### src/rtl/serial_en_tx.sv
// serial_en_tx: parallel-in, serial-out transmitter with an enable qualifier.
// The word is accepted over load/ready and sent MSB first, one bit per clock.
// An even-parity bit is appended when the macro SERIAL_EN_TX_PARITY_EN is defined.
// IDLE_GAP cycles with en_out low follow each word. At least one IDLE cycle
// (ready high) always separates two consecutive words.
module serial_en_tx #(
   parameter int WIDTH    = 8,
   parameter int IDLE_GAP = 1
) (
   input  logic             clk,
   input  logic             rst_n,
   input  logic [WIDTH-1:0] data_in,
   input  logic             load,
   output logic             ready,
   output logic             d_out,
   output logic             en_out,
   output logic             last,
   output logic             busy
);

   localparam logic [1:0] S_IDLE   = 2'd0;
   localparam logic [1:0] S_SHIFT  = 2'd1;
   localparam logic [1:0] S_PARITY = 2'd2;
   localparam logic [1:0] S_GAP    = 2'd3;

   // The counter serves both the bit index (max 31) and the gap length (max 14).
   localparam int CW = 6;

   // After the final enabled bit, skip GAP entirely when no gap is configured.
   localparam logic [1:0] S_AFTER = (IDLE_GAP == 0) ? S_IDLE : S_GAP;

   logic [1:0]       state;
   logic [CW-1:0]    cnt;
   // Holds the bits still to be sent. Its MSB is the next bit to drive.
   logic [WIDTH-1:0] sr;
`ifdef SERIAL_EN_TX_PARITY_EN
   logic             par;
`endif

   // ready and busy are decoded from the state register only.
   assign ready = (state == S_IDLE);
   assign busy  = ~ready;

   // Main FSM. All outputs are registered alongside the state, so each output
   // value describes the state being entered.
   always_ff @(posedge clk or negedge rst_n) begin
      if (!rst_n) begin
         state  <= S_IDLE;
         cnt    <= '0;
         sr     <= '0;
         d_out  <= 1'b0;
         en_out <= 1'b0;
         last   <= 1'b0;
`ifdef SERIAL_EN_TX_PARITY_EN
         par    <= 1'b0;
`endif
      end else begin
         case (state)
            S_IDLE: begin
               d_out  <= 1'b0;
               en_out <= 1'b0;
               last   <= 1'b0;
               if (load) begin
                  // The MSB goes out immediately. The remaining bits wait left-aligned in sr.
                  sr     <= {data_in[WIDTH-2:0], 1'b0};
                  cnt    <= '0;
                  state  <= S_SHIFT;
                  d_out  <= data_in[WIDTH-1];
                  en_out <= 1'b1;
`ifdef SERIAL_EN_TX_PARITY_EN
                  par    <= ^data_in;
`endif
               end
            end
            S_SHIFT: begin
               if (cnt == CW'(WIDTH - 1)) begin
                  cnt <= '0;
`ifdef SERIAL_EN_TX_PARITY_EN
                  state  <= S_PARITY;
                  d_out  <= par;
                  en_out <= 1'b1;
                  last   <= 1'b1;
`else
                  state  <= S_AFTER;
                  d_out  <= 1'b0;
                  en_out <= 1'b0;
                  last   <= 1'b0;
`endif
               end else begin
                  cnt    <= cnt + 1'b1;
                  sr     <= {sr[WIDTH-2:0], 1'b0};
                  d_out  <= sr[WIDTH-1];
                  en_out <= 1'b1;
`ifdef SERIAL_EN_TX_PARITY_EN
                  last   <= 1'b0;
`else
                  last   <= (cnt == CW'(WIDTH - 2));
`endif
               end
            end
`ifdef SERIAL_EN_TX_PARITY_EN
            S_PARITY: begin
               state  <= S_AFTER;
               cnt    <= '0;
               d_out  <= 1'b0;
               en_out <= 1'b0;
               last   <= 1'b0;
            end
`endif
            S_GAP: begin
               d_out  <= 1'b0;
               en_out <= 1'b0;
               last   <= 1'b0;
               if (cnt == CW'(IDLE_GAP - 1)) begin
                  cnt   <= '0;
                  state <= S_IDLE;
               end else begin
                  cnt <= cnt + 1'b1;
               end
            end
            default: begin
               state  <= S_IDLE;
               cnt    <= '0;
               d_out  <= 1'b0;
               en_out <= 1'b0;
               last   <= 1'b0;
            end
         endcase
      end
   end

endmodule

### config.mk
export PLATFORM = sky130hd
export DESIGN_NAME = serial_en_tx
export DESIGN_NICKNAME = d
export VERILOG_FILES = /design/src/rtl/serial_en_tx.sv
export SDC_FILE = /design/constraint.sdc
export NUM_CORES = 1
export LEC_CHECK = 0
export ABC_CLOCK_PERIOD_IN_PS = 2400
export BUFFER_PORTS_ARGS = -buffer_cell sky130_fd_sc_hd__buf_2
export CORE_UTILIZATION = 58
export CTS_BUF_LIST = sky130_fd_sc_hd__clkbuf_16
export DETAILED_ROUTE_END_ITERATION = 10
export PLACE_DENSITY = 0.89
export SLEW_MARGIN = 40
export SYNTH_ARGS = -nofsm -noshare
export SYNTH_HDL_FRONTEND = slang
export SYNTH_SLANG_ARGS = --single-unit
### constraint.sdc
create_clock -name clk -period 2.4 [get_ports clk]
set_clock_uncertainty 0.15 [all_clocks]
set_input_delay 0.12 -clock clk [delete_from_list [all_inputs] [get_ports clk]]
set_output_delay 0.12 -clock clk [all_outputs]
set_load 0.1 [all_outputs]
==> results.json, run 1 <==
{
  "period_share_pct": 77.1,
  "final_cell_mix": "dfrtp_1, buf_2, inv_1",
  "setup_tns_ns": 0,
  "start_kind": "flop",
  "min_from": "data_in[3]",
  "grt_overflow": 0,
  "ys_seq_area_share_pct": 46.9,
  "power.leakage_nw": 0.520,
  "route.detailed.drc": 0,
  "ys_ff_latch": 18,
  "clkSlewWorstSetupHoldPaths_ns": 0.05,
  "p_per_area_nw_per_um2": 1330,
  "cts_tree": "built",
  "synth_cell_types": 34,
  "run_status": "finished clean",
  "die_height_um": 42.7,
  "holdPathStages": 3,
  "reg2reg_depth": 3,
  "antennaDiodeCount": 0,
  "rsz0062_at_grt": "no",
  "synth_fp_nets": 110,
  "track_usage_pct": 26.2,
  "core_um2": 1520,
  "post_drt_via_cell_ratio": 6.15,
  "peakVddDrop_v": 0.000997,
  "cts-buffers-inserted": 3,
  "htreeDepth": 1,
  "required_ns": 2.13,
  "post_cts_resized": 0,
  "synth.avg_cell_area_um2": 10.0,
  "final_area_um2": 1140,
  "fmax_mhz": 540,
  "fillerInstances": 125,
  "syn_area_um2": 960,
  "dieArea_um2": 1820,
  "grtUsageMet1_pct": 32.8,
  "port_buffers": 15,
  "synth_top_area_cell": "dfrtp_1",
  "clock_latency_ns": 0.25,
  "reg2reg_from": "state[0]$_DFFE_PN0P_",
  "slew_headroom_pct": 54.8,
  "drtIter0Drc": 23,
  "gp_congestion": 0.850,
  "synth_cells": 96,
  "grt_antenna_before_repair": 0,
  "cts_sinks": 18,
  "cts-root-buf": "clkbuf_16",
  "setup_viol": 0,
  "grt_pass1_wl_um": 3510,
  "worstSetupPathType": "flop to primary output",
  "grt_max_degree": 19,
  "layout_commonest_cell": "dfrtp_1",
  "routedWlPerCell_um": 15.6,
  "dr.pass1.iters": 5,
  "placed_cell_area_um2": 1040,
  "hold_path.class": "primary input to flop",
  "area_growth_pct": 19.3,
  "tightest_slew_ns": 0.672,
  "grt_use_met2_pct": 43.3,
  "hold_violations": 0,
  "grt_pass1_vias": 786,
  "nets": 128,
  "worstSetupStartpoint": "state[0]$_DFFE_PN0P_",
  "ctsLongestPathBuffers": 2,
  "worstPathArrival_ns": 1.58,
  "num_vias": 793,
  "synth_top_area_share_pct": 46.9,
  "maxCapViolations": 0,
  "min_period_ns": 1.85,
  "gr-usage-met3_pct": 6.38,
  "ioPinCount": 16,
  "layout-drive-gt1-share_pct": 22.1,
  "yosysWarnings": 0,
  "ant_nets": 0,
  "rows": 14,
  "endpoint_kind": "primary output",
  "dpl.hpwl_um": 1310,
  "die_x_um": 42.7,
  "initial_core_util_pct": 63.0,
  "slew_violations": 0,
  "cp_max_fo": 16,
  "wl_um": 2010,
  "synth.area.top_cells": "dfrtp_1, inv_1, a221oi_1",
  "busiest_layer": "met2"
}
## critical path: stages (launching register included)
cell     delay [ns]
dfrtp_1        0.67
inv_2          0.12
nand2_2        0.11
buf_2          0.43
## sequential cells by signal (all words and copies together), names as in the netlist
name and count:
cnt 6, d_out 1, en_out 1, last 1, sr 7, state 2
## through the flow
stage / hold WS (ns) / std cells / utilization [%] / power (mW) / worst slack [ns]
2_1_floorplan: -0.326 / 96 / - / 1.06 / 0.110
3_3_place_gp: -0.0821 / 122 / 68.0 / 1.16 / 0.735
3_5_place_dp: -0.0853 / 122 / 68.0 / 1.18 / 0.719
4_1_cts: 0.00216 / 129 / 75.1 / 1.53 / 0.555
5_1_grt: 0.0143 / 129 / 75.1 / 1.62 / 0.471
6_report: 0.00204 / 129 / 75.1 / 1.52 / 0.549
## final cells by class
class | count | area [µm²] | share of cell area [%]
clock buffer | 3 | 75.1 | 6.56
clock inverter | 1 | 3.75 | 0.328
inverter | 16 | 63.8 | 5.57
multi-input combinational | 57 | 427 | 37.3
sequential | 18 | 450 | 39.3
tap | 16 | 20.0 | 1.75
timing repair buffer | 18 | 105 | 9.18
## kinds of logic (layout without fill, tap and decap cells)
group / count (synthesis) / after routing / share of synthesized area (%)
AOI/OAI and AO/OA: 24 / 24 / 22.3
DFF: 18 / 18 / 46.9
buffers and inverters: 21 / 38 / 8.86
and+or+nand+nor: 29 / 29 / 17.0
adders and majority gates: 3 / 3 / 3.91
muxes: 1 / 1 / 1.04
## synthesized netlist by cell type (all sizes together)
cell	count
dfrtp	18
inv	16
nand2	7
a221oi	6
nor2	6
a21oi	5
buf	5
nand3	5
ha	3
nand3b	2
nor3	2
a22o	1
a311oi	1
a31oi	1
a32o	1
a41o	1
a41oi	1
mux2i	1
nand2b	1
nand4	1
nor2b	1
nor4	1
o211ai	1
o21a	1
o21ai	1
o221ai	1
o22ai	1
o31ai	1
o32ai	1
or3	1
or3b	1
or4	1
## worst paths after layout
path	end	slack (ns)
setup / recovery	busy	0.55
hold reg to reg	d_out$_DFF_PN0_	0.38
hold / removal	sr[4]$_DFFE_PN0P_	0.002
min in group asynchronous	sr[4]$_DFFE_PN0P_	0.18
setup reg to reg	cnt[4]$_DFFE_PN0P_	0.66
max in group asynchronous	sr[3]$_DFFE_PN0P_	1.64
## per-layer routing
layer,share of wire (%),routed length (µm),up-vias
met5,0,0,-
met2,53,1070,21
met1,42,852,393
met4,0.50,10,0
met3,3.8,76,2
li1,-,-,377
## report_power, final
group	switching, mW	internal [mW]	leakage [nW]
logic	0.399	0.240	0.257
registers	0.130	0.418	0.224
clock network	0.113	0.222	0.0385
total	0.642	0.880	0.520
## repair_timing
item	4_1_cts	5_1_grt
setup buffers	0	0
hold endpoints to repair	20	0
hold buffers	3	0
No activity file was read; power rests on OpenSTA's default activity.
==> run 2, diff against run 1 <==
ABC_AREA = 1   (was unset)
ABC_CLOCK_PERIOD_IN_PS = 1800   (was 2400)
CORE_UTILIZATION = 54   (was 58)
PLACE_DENSITY = 0.84   (was 0.89)
clock period = 1.8 ns   (was 2.4 ns; I/O delays follow)
==> results.json, run 2 <==
{
  "critPathBufInv": 3,
  "antennaDiodeCount": 0,
  "num_vias": 887,
  "setup_tns_ns": 0,
  "synth_top_area_cell": "dfrtp_1",
  "slew_headroom_pct": 67.8,
  "ioPinCount": 16,
  "postCtsHoldBufs": 8,
  "synth.area.top_cells": "dfrtp_1, nand2_1, nand3_1",
  "dp_slack_ns": 0.349,
  "slew_violations": 0,
  "drtIter0Drc": 8,
  "synth_edf_count": 0,
  "run_status": "finished clean",
  "largest_register_ffs": 7,
  "hold_violations": 0,
  "cts_sinks": 18,
  "power.leakage_nw": 0.647,
  "dr.pass1.iters": 4,
  "slowest_stage": "buf_2",
  "grt_max_degree": 19,
  "rsz0062_at_grt": "no",
  "required_ns": 1.56,
  "hold_path.class": "primary input to flop",
  "core_um2": 1730,
  "synth_common_cells": "nand2_1, nand3_1, dfrtp_1",
  "peakVddDrop_v": 0.000992,
  "route.detailed.drc": 0,
  "grt_overflow": 0,
  "async_flop_share_pct": 100,
  "ctsLongestPathBuffers": 2,
  "cp_max_fo": 5,
  "wl_um": 2050,
  "clock_latency_ns": 0.25,
  "synth_fp_nets": 136,
  "setup_viol": 0,
  "period_share_pct": 90.9,
  "ys_seq_area_share_pct": 44.8,
  "synth_cell_types": 19,
  "cpLargestDelayFamily": "buffers and inverters",
  "dieArea_um2": 2040,
  "cpPeakStageDelay_ns": 0.43,
  "post_drt_via_cell_ratio": 5.16,
  "worstPathArrival_ns": 1.40,
  "grt_pass1_wl_um": 3510,
  "largest_register": "sr",
  "synth_cells": 122,
  "htreeDepth": 1,
  "fmax_mhz": 611,
  "rows": 15,
  "final_cell_mix": "nand2_1, nand3_1, dfrtp_1",
  "min_period_ns": 1.64,
  "yosysMostFrequentCell": "nand2_1",
  "track_usage_pct": 24.6,
  "layout-drive-gt1-share_pct": 21.8,
  "postCtsSetupRepairBufs": 0,
  "p_per_area_nw_per_um2": 1710,
  "die_x_um": 45.1,
  "synth_top_area_share_pct": 44.8,
  "place_inst": 161,
  "fin_util_pct": 73.0,
  "post_cts_resized": 0,
  "clkSlewWorstSetupHoldPaths_ns": 0.05,
  "timing.final.ws_setup_ns": 0.164,
  "grt_pass1_vias": 832,
  "yosysWarnings": 0,
  "cts-root-buf": "clkbuf_16",
  "cts_tree": "built",
  "maxCapViolations": 0,
  "instances_no_fill": 172,
  "start_kind": "flop",
  "ys_ff_latch": 18,
  "worstSetupPathType": "flop to primary output",
  "port_buffers": 15,
  "tightest_slew_ns": 0.487,
  "synth.avg_cell_area_um2": 8.24,
  "ant_nets": 0,
  "routedWlPerCell_um": 11.9,
  "initial_core_util_pct": 58.2,
  "layout_commonest_cell": "nand2_1",
  "nets": 163,
  "ys.flop_type": "dfrtp_1",
  "dpl.hpwl_um": 1430,
  "die_height_um": 45.1,
  "worstPathCellList": "inv_2 > nand2_2 > inv_4 > buf_2",
  "reg.largest.list": "sr (7), cnt (6), state (2)",
  "syn_area_um2": 1000,
  "area_growth_pct": 25.4,
  "endpoint_kind": "primary output",
  "gp_congestion": 0.897,
  "hold_slack_ns": 0.00138,
  "cts-buffers-inserted": 3,
  "grt_antenna_before_repair": 0
}
run 2: worst paths after layout:
kind | startpoint | end | slack [ns] | cells after the start
max | state[0]$_DFFE_PN0P_ | ready | 0.16 | 4
min | data_in[6] | sr[7]$_DFFE_PN0P_ | 0.001 | 5
max reg2reg | state[0]$_DFFE_PN0P_ | sr[7]$_DFFE_PN0P_ | 0.35 | 7
min reg2reg | sr[4]$_DFFE_PN0P_ | sr[4]$_DFFE_PN0P_ | 0.36 | 2
max in group asynchronous | rst_n | cnt[4]$_DFFE_PN0P_ | 1.05 | 2
min in group asynchronous | rst_n | sr[6]$_DFFE_PN0P_ | 0.16 | 2
run 2: worst reg2reg max path: cells and delay by family (launching register included):
family	cells	cell delay, ns
flip-flops	1	0.41
AND/OR/NAND/NOR	5	0.55
buffers and inverters	2	0.23
run 2: layout make-up:
| class | count | area (µm²) |
|---|---|---|
| fillers | 146 | 467 |
| clock buffers | 3 | 75.1 |
| multi-input cells | 91 | 500 |
| flip-flops and latches | 18 | 450 |
| inverters | 12 | 47.5 |
| well taps | 25 | 31.3 |
| repair buffers | 23 | 155 |
run 2: power breakdown:
group          switching, mW  internal [mW]
Combinational          0.753          0.294
Sequential             0.127          0.551
Clock                  0.140          0.292
Total                   1.02           1.14
run 2: through the flow:
| stage | instance area [µm²] | total power [mW] |
|---|---|---|
| floorplan | 1010 | 1.54 |
| global placement | 1100 | 1.69 |
| detailed placement | 1100 | 1.72 |
| CTS | 1260 | 2.17 |
| global route | 1260 | 2.32 |
| finish | 1260 | 2.16 |
run 2: kinds of logic after synthesis:
group                    synth area share, %
AND/OR/NAND/NOR                         41.1
flip-flops                              44.8
buffers and inverters                   5.60
AO/OA/AOI/OAI                           3.86
adder cells (fa/ha/maj)                 3.74
XOR/XNOR                               0.872
run 2: routing by layer:
metal,global-route usage [%],part of all wire [%],vias to the layer above
li1,-,-,444
met1,28.2,41,426
met2,44.9,57,13
met3,3.60,1.7,4
met4,10.9,1.1,0
met5,0,0,-
